`config.mk`:
```
export PLATFORM = sky130hd
export DESIGN_NAME = ctrl_pipe
export DESIGN_NICKNAME = d
export VERILOG_FILES = /design/src/rtl/cpu_pkg.sv /design/src/rtl/ctrl_decode.sv /design/src/rtl/ctrl_pipe.sv
export SDC_FILE = /design/constraint.sdc
export NUM_CORES = 1
export LEC_CHECK = 0
export ABC_AREA = 0
export CAP_MARGIN = 20
export CORE_MARGIN = 2
export CORE_UTILIZATION = 40
export DETAILED_ROUTE_END_ITERATION = 10
export GPL_ROUTABILITY_DRIVEN = 0
export PLACE_DENSITY = 0.8
export SLEW_MARGIN = 20
export SYNTH_ARGS = -nofsm -noshare
export SYNTH_HDL_FRONTEND = slang
export SYNTH_HIERARCHICAL = 1
export SYNTH_SLANG_ARGS = --single-unit
```
`constraint.sdc`:
```
create_clock -name clk_i -period 2.1 [get_ports clk_i]
set_input_delay 0.42 -clock clk_i [delete_from_list [all_inputs] [get_ports clk_i]]
set_output_delay 0.42 -clock clk_i [all_outputs]
set_load 0.01 [all_outputs]
```
`src/rtl/cpu_pkg.sv`:
```
// Shared opcode constants, ALU control encodings and the control bundle type.
package cpu_pkg;

  typedef enum logic [6:0] {
    OPC_LOAD   = 7'b0000011,
    OPC_STORE  = 7'b0100011,
    OPC_BRANCH = 7'b1100011,
    OPC_OP_IMM = 7'b0010011,
    OPC_OP     = 7'b0110011,
    OPC_LUI    = 7'b0110111,
    OPC_AUIPC  = 7'b0010111,
    OPC_JAL    = 7'b1101111,
    OPC_JALR   = 7'b1100111
  } opcode_e;

  localparam logic [6:0] FUNCT7_MULDIV = 7'b0000001;

  typedef enum logic [2:0] {
    ALU_ADD      = 3'b000,
    ALU_BRANCH   = 3'b001,
    ALU_OP_IMM   = 3'b010,
    ALU_OP_REG   = 3'b011,
    ALU_PASS_IMM = 3'b100,
    ALU_MULDIV   = 3'b101
  } alu_ctrl_e;

  typedef struct packed {
    logic       valid;
    alu_ctrl_e  alu_control;
    logic       alu_2_src;
    logic       reg_write;
    logic       is_branch;
    logic       is_jump;
    logic       mem_write;
    logic       load_mem;
    logic       mem_sign_extend;
    logic       illegal;
    logic [1:0] mem_width;
    logic [4:0] rd;
  } ctrl_bundle_t;

endpackage

```
`src/rtl/ctrl_decode.sv`:
```
// Pure combinational instruction decode: control bundle plus register-read flags.
import cpu_pkg::*;

module ctrl_decode #(
  parameter int unsigned EN_MEXT = 1
) (
  input  logic [31:0]  instr_i,
  output ctrl_bundle_t ctrl_o,
  output logic         rs1_used_o,
  output logic         rs2_used_o,
  output logic [4:0]   rs1_o,
  output logic [4:0]   rs2_o,
  output logic         is_muldiv_o
);

  logic [6:0] opcode;
  logic [2:0] funct3;
  logic [6:0] funct7;
  logic [4:0] rd;

  assign opcode = instr_i[6:0];
  assign rd     = instr_i[11:7];
  assign funct3 = instr_i[14:12];
  assign rs1_o  = instr_i[19:15];
  assign rs2_o  = instr_i[24:20];
  assign funct7 = instr_i[31:25];

  logic legal;
  logic writes_rd;

  // Opcode decode; illegal encodings collapse to a flag-only bundle.
  always_comb begin
    ctrl_o      = '0;
    rs1_used_o  = 1'b0;
    rs2_used_o  = 1'b0;
    is_muldiv_o = 1'b0;
    legal       = 1'b1;
    writes_rd   = 1'b0;
    case (opcode)
      OPC_LOAD: begin
        ctrl_o.alu_control = ALU_ADD;
        ctrl_o.alu_2_src   = 1'b1;
        ctrl_o.load_mem    = 1'b1;
        ctrl_o.mem_width   = funct3[1:0];
        rs1_used_o         = 1'b1;
        writes_rd          = 1'b1;
      end
      OPC_STORE: begin
        ctrl_o.alu_control = ALU_ADD;
        ctrl_o.alu_2_src   = 1'b1;
        ctrl_o.mem_write   = 1'b1;
        ctrl_o.mem_width   = funct3[1:0];
        rs1_used_o         = 1'b1;
        rs2_used_o         = 1'b1;
      end
      OPC_BRANCH: begin
        ctrl_o.alu_control = ALU_BRANCH;
        ctrl_o.is_branch   = 1'b1;
        rs1_used_o         = 1'b1;
        rs2_used_o         = 1'b1;
      end
      OPC_OP_IMM: begin
        ctrl_o.alu_control = ALU_OP_IMM;
        ctrl_o.alu_2_src   = 1'b1;
        rs1_used_o         = 1'b1;
        writes_rd          = 1'b1;
      end
      OPC_OP: begin
        if (funct7 == FUNCT7_MULDIV) begin
          if (EN_MEXT != 0) begin
            ctrl_o.alu_control = ALU_MULDIV;
            is_muldiv_o        = 1'b1;
          end else begin
            legal = 1'b0;
          end
        end else begin
          ctrl_o.alu_control = ALU_OP_REG;
        end
        rs1_used_o = 1'b1;
        rs2_used_o = 1'b1;
        writes_rd  = 1'b1;
      end
      OPC_LUI: begin
        ctrl_o.alu_control = ALU_PASS_IMM;
        ctrl_o.alu_2_src   = 1'b1;
        writes_rd          = 1'b1;
      end
      OPC_AUIPC: begin
        ctrl_o.alu_control = ALU_ADD;
        ctrl_o.alu_2_src   = 1'b1;
        writes_rd          = 1'b1;
      end
      OPC_JAL: begin
        ctrl_o.alu_control = ALU_ADD;
        ctrl_o.alu_2_src   = 1'b1;
        ctrl_o.is_jump     = 1'b1;
        writes_rd          = 1'b1;
      end
      OPC_JALR: begin
        ctrl_o.alu_control = ALU_ADD;
        ctrl_o.alu_2_src   = 1'b1;
        ctrl_o.is_jump     = 1'b1;
        rs1_used_o         = 1'b1;
        writes_rd          = 1'b1;
      end
      default: legal = 1'b0;
    endcase

    if (!legal) begin
      ctrl_o         = '0;
      ctrl_o.illegal = 1'b1;
      rs1_used_o     = 1'b0;
      rs2_used_o     = 1'b0;
      is_muldiv_o    = 1'b0;
    end else begin
      ctrl_o.mem_sign_extend = ~funct3[2];
      ctrl_o.reg_write       = writes_rd && (rd != 5'd0);
    end
    ctrl_o.rd = rd;
  end

endmodule

```
`src/rtl/ctrl_pipe.sv`:
```
// Decode stage register with load-use and mul/div occupancy stalls.
import cpu_pkg::*;

module ctrl_pipe #(
  parameter int unsigned MULDIV_CYCLES = 4,
  parameter int unsigned EN_MEXT       = 1
) (
  input  logic        clk_i,
  input  logic        rst_n_i,
  input  logic        instr_valid_i,
  input  logic [31:0] instr_i,
  output logic        instr_ready_o,
  input  logic        flush_i,
  output logic        ctrl_valid_o,
  output logic [2:0]  alu_control_o,
  output logic        alu_2_src_o,
  output logic        reg_write_o,
  output logic        is_branch_o,
  output logic        is_jump_o,
  output logic        mem_write_o,
  output logic        load_mem_o,
  output logic        mem_sign_extend_o,
  output logic        illegal_o,
  output logic [1:0]  mem_width_o,
  output logic [4:0]  rd_o,
  output logic        busy_o
);

  localparam logic [3:0] MULDIV_LOAD = 4'(MULDIV_CYCLES - 1);

  ctrl_bundle_t dec;
  logic         rs1_used;
  logic         rs2_used;
  logic [4:0]   rs1;
  logic [4:0]   rs2;
  logic         is_muldiv;

  ctrl_decode #(
    .EN_MEXT (EN_MEXT)
  ) u_decode (
    .instr_i     (instr_i),
    .ctrl_o      (dec),
    .rs1_used_o  (rs1_used),
    .rs2_used_o  (rs2_used),
    .rs1_o       (rs1),
    .rs2_o       (rs2),
    .is_muldiv_o (is_muldiv)
  );

  ctrl_bundle_t ctrl_q, ctrl_d;
  logic [3:0]   cnt_q, cnt_d;
  logic         load_use;
  logic         busy;
  logic         accept;

  // Hazard detection and handshake.
  always_comb begin
    load_use = ctrl_q.valid && ctrl_q.load_mem && (ctrl_q.rd != 5'd0) &&
               instr_valid_i &&
               ((rs1_used && (rs1 == ctrl_q.rd)) || (rs2_used && (rs2 == ctrl_q.rd)));
    busy          = (cnt_q != 4'd0);
    instr_ready_o = ~flush_i & ~load_use & ~busy;
    accept        = instr_valid_i & instr_ready_o;
  end

  // Next bundle and mul/div occupancy counter; flush wins over everything.
  always_comb begin
    ctrl_d = '0;
    cnt_d  = cnt_q;
    if (accept) begin
      ctrl_d       = dec;
      ctrl_d.valid = 1'b1;
    end
    if (flush_i) begin
      cnt_d = '0;
    end else if (accept && is_muldiv) begin
      cnt_d = MULDIV_LOAD;
    end else if (busy) begin
      cnt_d = cnt_q - 4'd1;
    end
  end

  // Stage registers, asynchronously cleared.
  always_ff @(posedge clk_i or negedge rst_n_i) begin
    if (!rst_n_i) begin
      ctrl_q <= '0;
      cnt_q  <= '0;
    end else begin
      ctrl_q <= ctrl_d;
      cnt_q  <= cnt_d;
    end
  end

  assign ctrl_valid_o      = ctrl_q.valid;
  assign alu_control_o     = ctrl_q.alu_control;
  assign alu_2_src_o       = ctrl_q.alu_2_src;
  assign reg_write_o       = ctrl_q.reg_write;
  assign is_branch_o       = ctrl_q.is_branch;
  assign is_jump_o         = ctrl_q.is_jump;
  assign mem_write_o       = ctrl_q.mem_write;
  assign load_mem_o        = ctrl_q.load_mem;
  assign mem_sign_extend_o = ctrl_q.mem_sign_extend;
  assign illegal_o         = ctrl_q.illegal;
  assign mem_width_o       = ctrl_q.mem_width;
  assign rd_o              = ctrl_q.rd;
  assign busy_o            = busy;

endmodule

```
---- Yosys cells after proc, flatten, opt, wreduce, memory -nomap -nowiden ----
Index checks and enable logic that the tools add are counted.
cells by class
  shifts and indexed selects .............. 0
  equality and inequality tests ........... 12
  multiplexer cells ....................... 26
  multipliers ............................. 0
  div/mod/pow operators ................... 0
  reductions and logical operators ........ 20
  add/subtract/negate cells ............... 1
  bitwise operators ....................... 7
  magnitude comparators ................... 0
operators by type and width
  kind                                                 number
  equality test 7 x 6 -> 1 bit, second input constant  3
  equality test 7 bit, second input constant           3
  two-way mux 4 bit                                    5
  two-way mux 19 bit                                   1
  two-way mux 1 bit                                    16
  equality test 7 x 5 -> 1 bit, second input constant  2
  OR reduction 7 bit                                   2
  case mux 3 bit (4 select lines)                      1
  equality test 5 bit                                  2
  nonzero test 5 bit                                   2
  OR reduction 9 bit                                   1
  logical AND 1 bit                                    8
  two-way mux 8 bit                                    1
  equality test 7 x 1 -> 1 bit, second input constant  1
  equality test 7 x 2 -> 1 bit, second input constant  1
  OR reduction 6 bit                                   1
  NOT 1 bit                                            4
  nonzero test 4 bit                                   1
  OR reduction 2 bit                                   2
  subtractor 4 x 1 -> 4 bit, second input constant     1
  AND 1 bit                                            3
  two-way mux 3 bit                                    1
  nonzero test 3 bit                                   1
  OR reduction 3 bit                                   1
  other kinds (2)                                      2
storage, ports and cells
  register bits ........................... 23
  RAM bits ................................ 0
  word-level logic and storage cells ...... 79
  bits of input ports ..................... 36
  ROM bits ................................ 0
  memories kept ........................... 0
  latch bits .............................. 0
  output and inout port bits .............. 21

---- Depth between registers and ports, before layout ----
  word-level depth ........................ 14
  gate-level depth with buffers ........... 8

---- By module ----
Netlist, hierarchy kept.
by module, submodules not included
  module       times used  cells each  area each (sq um)  sequential area each (sq um)
  ctrl_pipe    1           106         1074.8             575.6
  ctrl_decode  1           63          452.9              0.0

---- Worst setup path after synthesis ----
OpenSTA, ideal clock, no wires.
  kind .................................... register to output
  from .................................... register ctrl_q (netlist bit rd_o[2])
  to ...................................... output instr_ready_o
  path slack .............................. 0.071 ns
  required time ........................... 1.680 ns
  arrival ................................. 1.609 ns
  stages on the path, launching flop included .. 5
  cells stage by stage .................... dfrtp_1 > or3_1 > o311a_1 > buf_6 > a311oi_2
between the ends
  cells in the longest elaborated chain, start to end .. 7
  elaborated cells between the ends (all ways) .. 12
ends and longest elaborated chain
  what                                                       line                              RTL
  start: declaration                                         ctrl_pipe.sv:50                   ctrl_bundle_t ctrl_q, ctrl_d;
  start signal: assignment                                   ctrl_pipe.sv:89                   ctrl_q <= ctrl_d;
  equality test 5 bit or nonzero test 5 bit (tied branches)  ctrl_pipe.sv:60, ctrl_pipe.sv:58
  logical AND 1 bit, on equally long branches                ctrl_pipe.sv:60, ctrl_pipe.sv:58
  logical OR 1 bit or logical AND 1 bit (tied branches)      ctrl_pipe.sv:60, ctrl_pipe.sv:58
  logical AND 1 bit *                                        ctrl_pipe.sv:59                   instr_valid_i &&
  NOT 1 bit *                                                ctrl_pipe.sv:62                   instr_ready_o = ~flush_i & ~load_use & ~busy;
  AND 1 bit * (2 in series)                                  ctrl_pipe.sv:62
  end: declaration                                           ctrl_pipe.sv:12                   output logic instr_ready_o,
Mark *: on every way between the ends. The rest lies on a longest branch, timed or not.

---- Final worst setup path ----
Ends and elaborated chain as after synthesis.

==> results.cfg <==
[clock_network]
clk_pin_slew_ps = 80
root_buffer = sky130_fd_sc_hd__clkbuf_8
cts-buffers-inserted = 3
clock_sink_count = 23
ctsLongestPathBuffers = 2
tritoncts_clock_tree = built
cts_htree_levels = 1
cts.hold.buffers_added = 0
clk_latency_ps = 270

[floorplan]
start_util = 0.414
floorplan.core_area_um2 = 3660
ios = 57
floorplan.rows = 22
floorplan_die_height_um = 65.6
die_w_um = 65.6
design.die.area_um2 = 4300

[timing]
final_hold_viol_count = 0
final_setup_fails = 1
fmaxAchievable_mhz = 449
slew_viol_final = 0
final.min_clock_period_ps = 2230
final.hold.worst_slack_ps = 491
rsz0062_at_grt = yes
fin_ws_ps = -129
slew_headroom = 0.753
post-route-period-util = 1.06
clock_skew_ps = 9.24
tightest_slew_ps = 368

[placed_design]
placed_cells = 270
port-buffer-count = 56
detailed_place_hpwl_um = 2860
dp_worst_setup_slack_ps = -667

[logic_synthesis]
netlist_area_um2 = 1520
synth_cells = 167
syn_nets = 204
synth_warnings = 6
avgSynthCellArea_um2 = 9.08

[pwr]
power_density_nw_per_um2 = 629
vdd.ir_drop.worst_mv = 0.296
power_leakage_nw = 0.957
total_power_w = 0.00140

[grt]
grt_max_degree = 24
grt_antenna_before_repair = 0
grt.total_usage = 0.184
via_count_of_the_first_global_routing_pass = 1315
grt_pass1_wl_um = 6030
grt-ovfl-total = 0

[outcome]
failed_checks = negative setup slack
result_of_the_run = complete, but fails checks

[critical_path]
required_ps = 1680
critPathCaptureType = primary output
cp_slowest_cell = sky130_fd_sc_hd__dfrtp_1
timing.critical_path.arrival_ps = 1810
critical_path.cell_chain = or3_1 > o311a_1 > a311oi_2 > buf_2
worst_r2r_path_depth = 5
timing.setup.critical_path_class = reg2out
crit_path_start_kind = flop
cpPeakStageDelay_ps = 380
critPathMaxFanout = 2

[layout]
layout.area.seq_um2 = 576
design.final.nets = 265
drive_above_1_share = 0.198
syn2layout_area_growth_pct = 47.0
stdcell_count = 275
antenna_diode_count = 0
multi_input_comb_area_um2 = 792
fillerInstances = 313
fin_util = 0.609

[detailed_routing]
vias = 1371
first_pass_iters = 4
drt_iter0_drc = 28
routed_wire_length_per_instance_um = 13.1
finalWirelength_um = 3610
via_per_inst = 4.99
ant_nets = 0
route.detailed.drc = 0

[hold_path]
worstHoldPathType = in2async

[run]
drv.max_cap_violation_count = 0
[power breakdown]
| group | switching (W) | total [W] | internal, W |
|---|---|---|---|
| sequential | 0.0000349 | 0.000526 | 0.000491 |
| combinational | 0.000269 | 0.000606 | 0.000337 |
| clock | 0.000139 | 0.000272 | 0.000133 |
[worst max-delay path: cells and delay by family (launching register included)]
kind	cells	cell delay, ps
flops	1	380
compound gates	2	620
simple gates	1	360
buf+inv	1	170
[repair_timing]
action                     in CTS  in global routing
setup endpoints to repair       2                  2
setup buffers                   1                  0
gates resized for setup        17                  5
pin swaps                       4                  2
[layer usage]
layer	routed length [um]	track usage	vias to the layer above
met5	0	0	-
met4	70	0.0755	0
met3	247	0.0377	6
met2	1760	0.314	50
met1	1540	0.227	636
li1	-	-	679
[final timing paths]
kind	slack [ps]	from	endpoint
max	-130	rd_o[2]	instr_ready_o
min	490	rst_n_i	cnt_q[3]
max reg2reg	300	rd_o[2]	cnt_q[0]
min reg2reg	600	cnt_q[2]	cnt_q[2]
max in group asynchronous	1380	rst_n_i	is_jump_o
min in group clk_i	600	cnt_q[2]	cnt_q[2]
[through the flow]
stage / instance area (um2) / TNS (ps)
finish: 2230 / -129
floorplan: 1520 / 0
detailed placement: 2140 / -3790
global placement: 2140 / -2870
global route: 2230 / -201
CTS: 2210 / -120
[layout make-up]
cell class	instances	area share
multi-input combinational	115	0.355
timing repair buffer	80	0.331
sequential	23	0.258
tap	48	0.0269
clock buffer	3	0.0185
inverter	5	0.00842
clock inverter	1	0.00224
[registers in the layout, summed over array words and instances (netlist names)]
signal / count
is_jump_o: 1
mem_write_o: 1
illegal_o: 1
ctrl_valid_o: 1
cnt_q: 4
reg_write_o: 1
mem_width_o: 2
mem_sign_extend_o: 1
load_mem_o: 1
rd_o: 5
is_branch_o: 1
alu_2_src_o: 1
alu_control_o: 3
[cells in the final DEF, fill, tap and decap left out, types with 2 or more instances in the layout]
cell type / instances
sky130_fd_sc_hd__nand2_1: 24
sky130_fd_sc_hd__nor4_2: 2
sky130_fd_sc_hd__a21oi_1: 24
sky130_fd_sc_hd__buf_6: 2
sky130_fd_sc_hd__nand4_1: 2
sky130_fd_sc_hd__clkdlybuf4s50_1: 47
sky130_fd_sc_hd__xnor2_1: 12
sky130_fd_sc_hd__nor2_1: 6
sky130_fd_sc_hd__or3_1: 2
sky130_fd_sc_hd__inv_1: 5
sky130_fd_sc_hd__nor3b_1: 3
sky130_fd_sc_hd__clkbuf_8: 3
sky130_fd_sc_hd__and2_1: 4
sky130_fd_sc_hd__dfrtp_1: 23
sky130_fd_sc_hd__buf_4: 22
sky130_fd_sc_hd__nand2b_1: 4
sky130_fd_sc_hd__nor3_1: 2
sky130_fd_sc_hd__o32a_1: 2
sky130_fd_sc_hd__dlygate4sd2_1: 7
sky130_fd_sc_hd__nand3b_1: 3
Power figures use the tool's default switching activity.
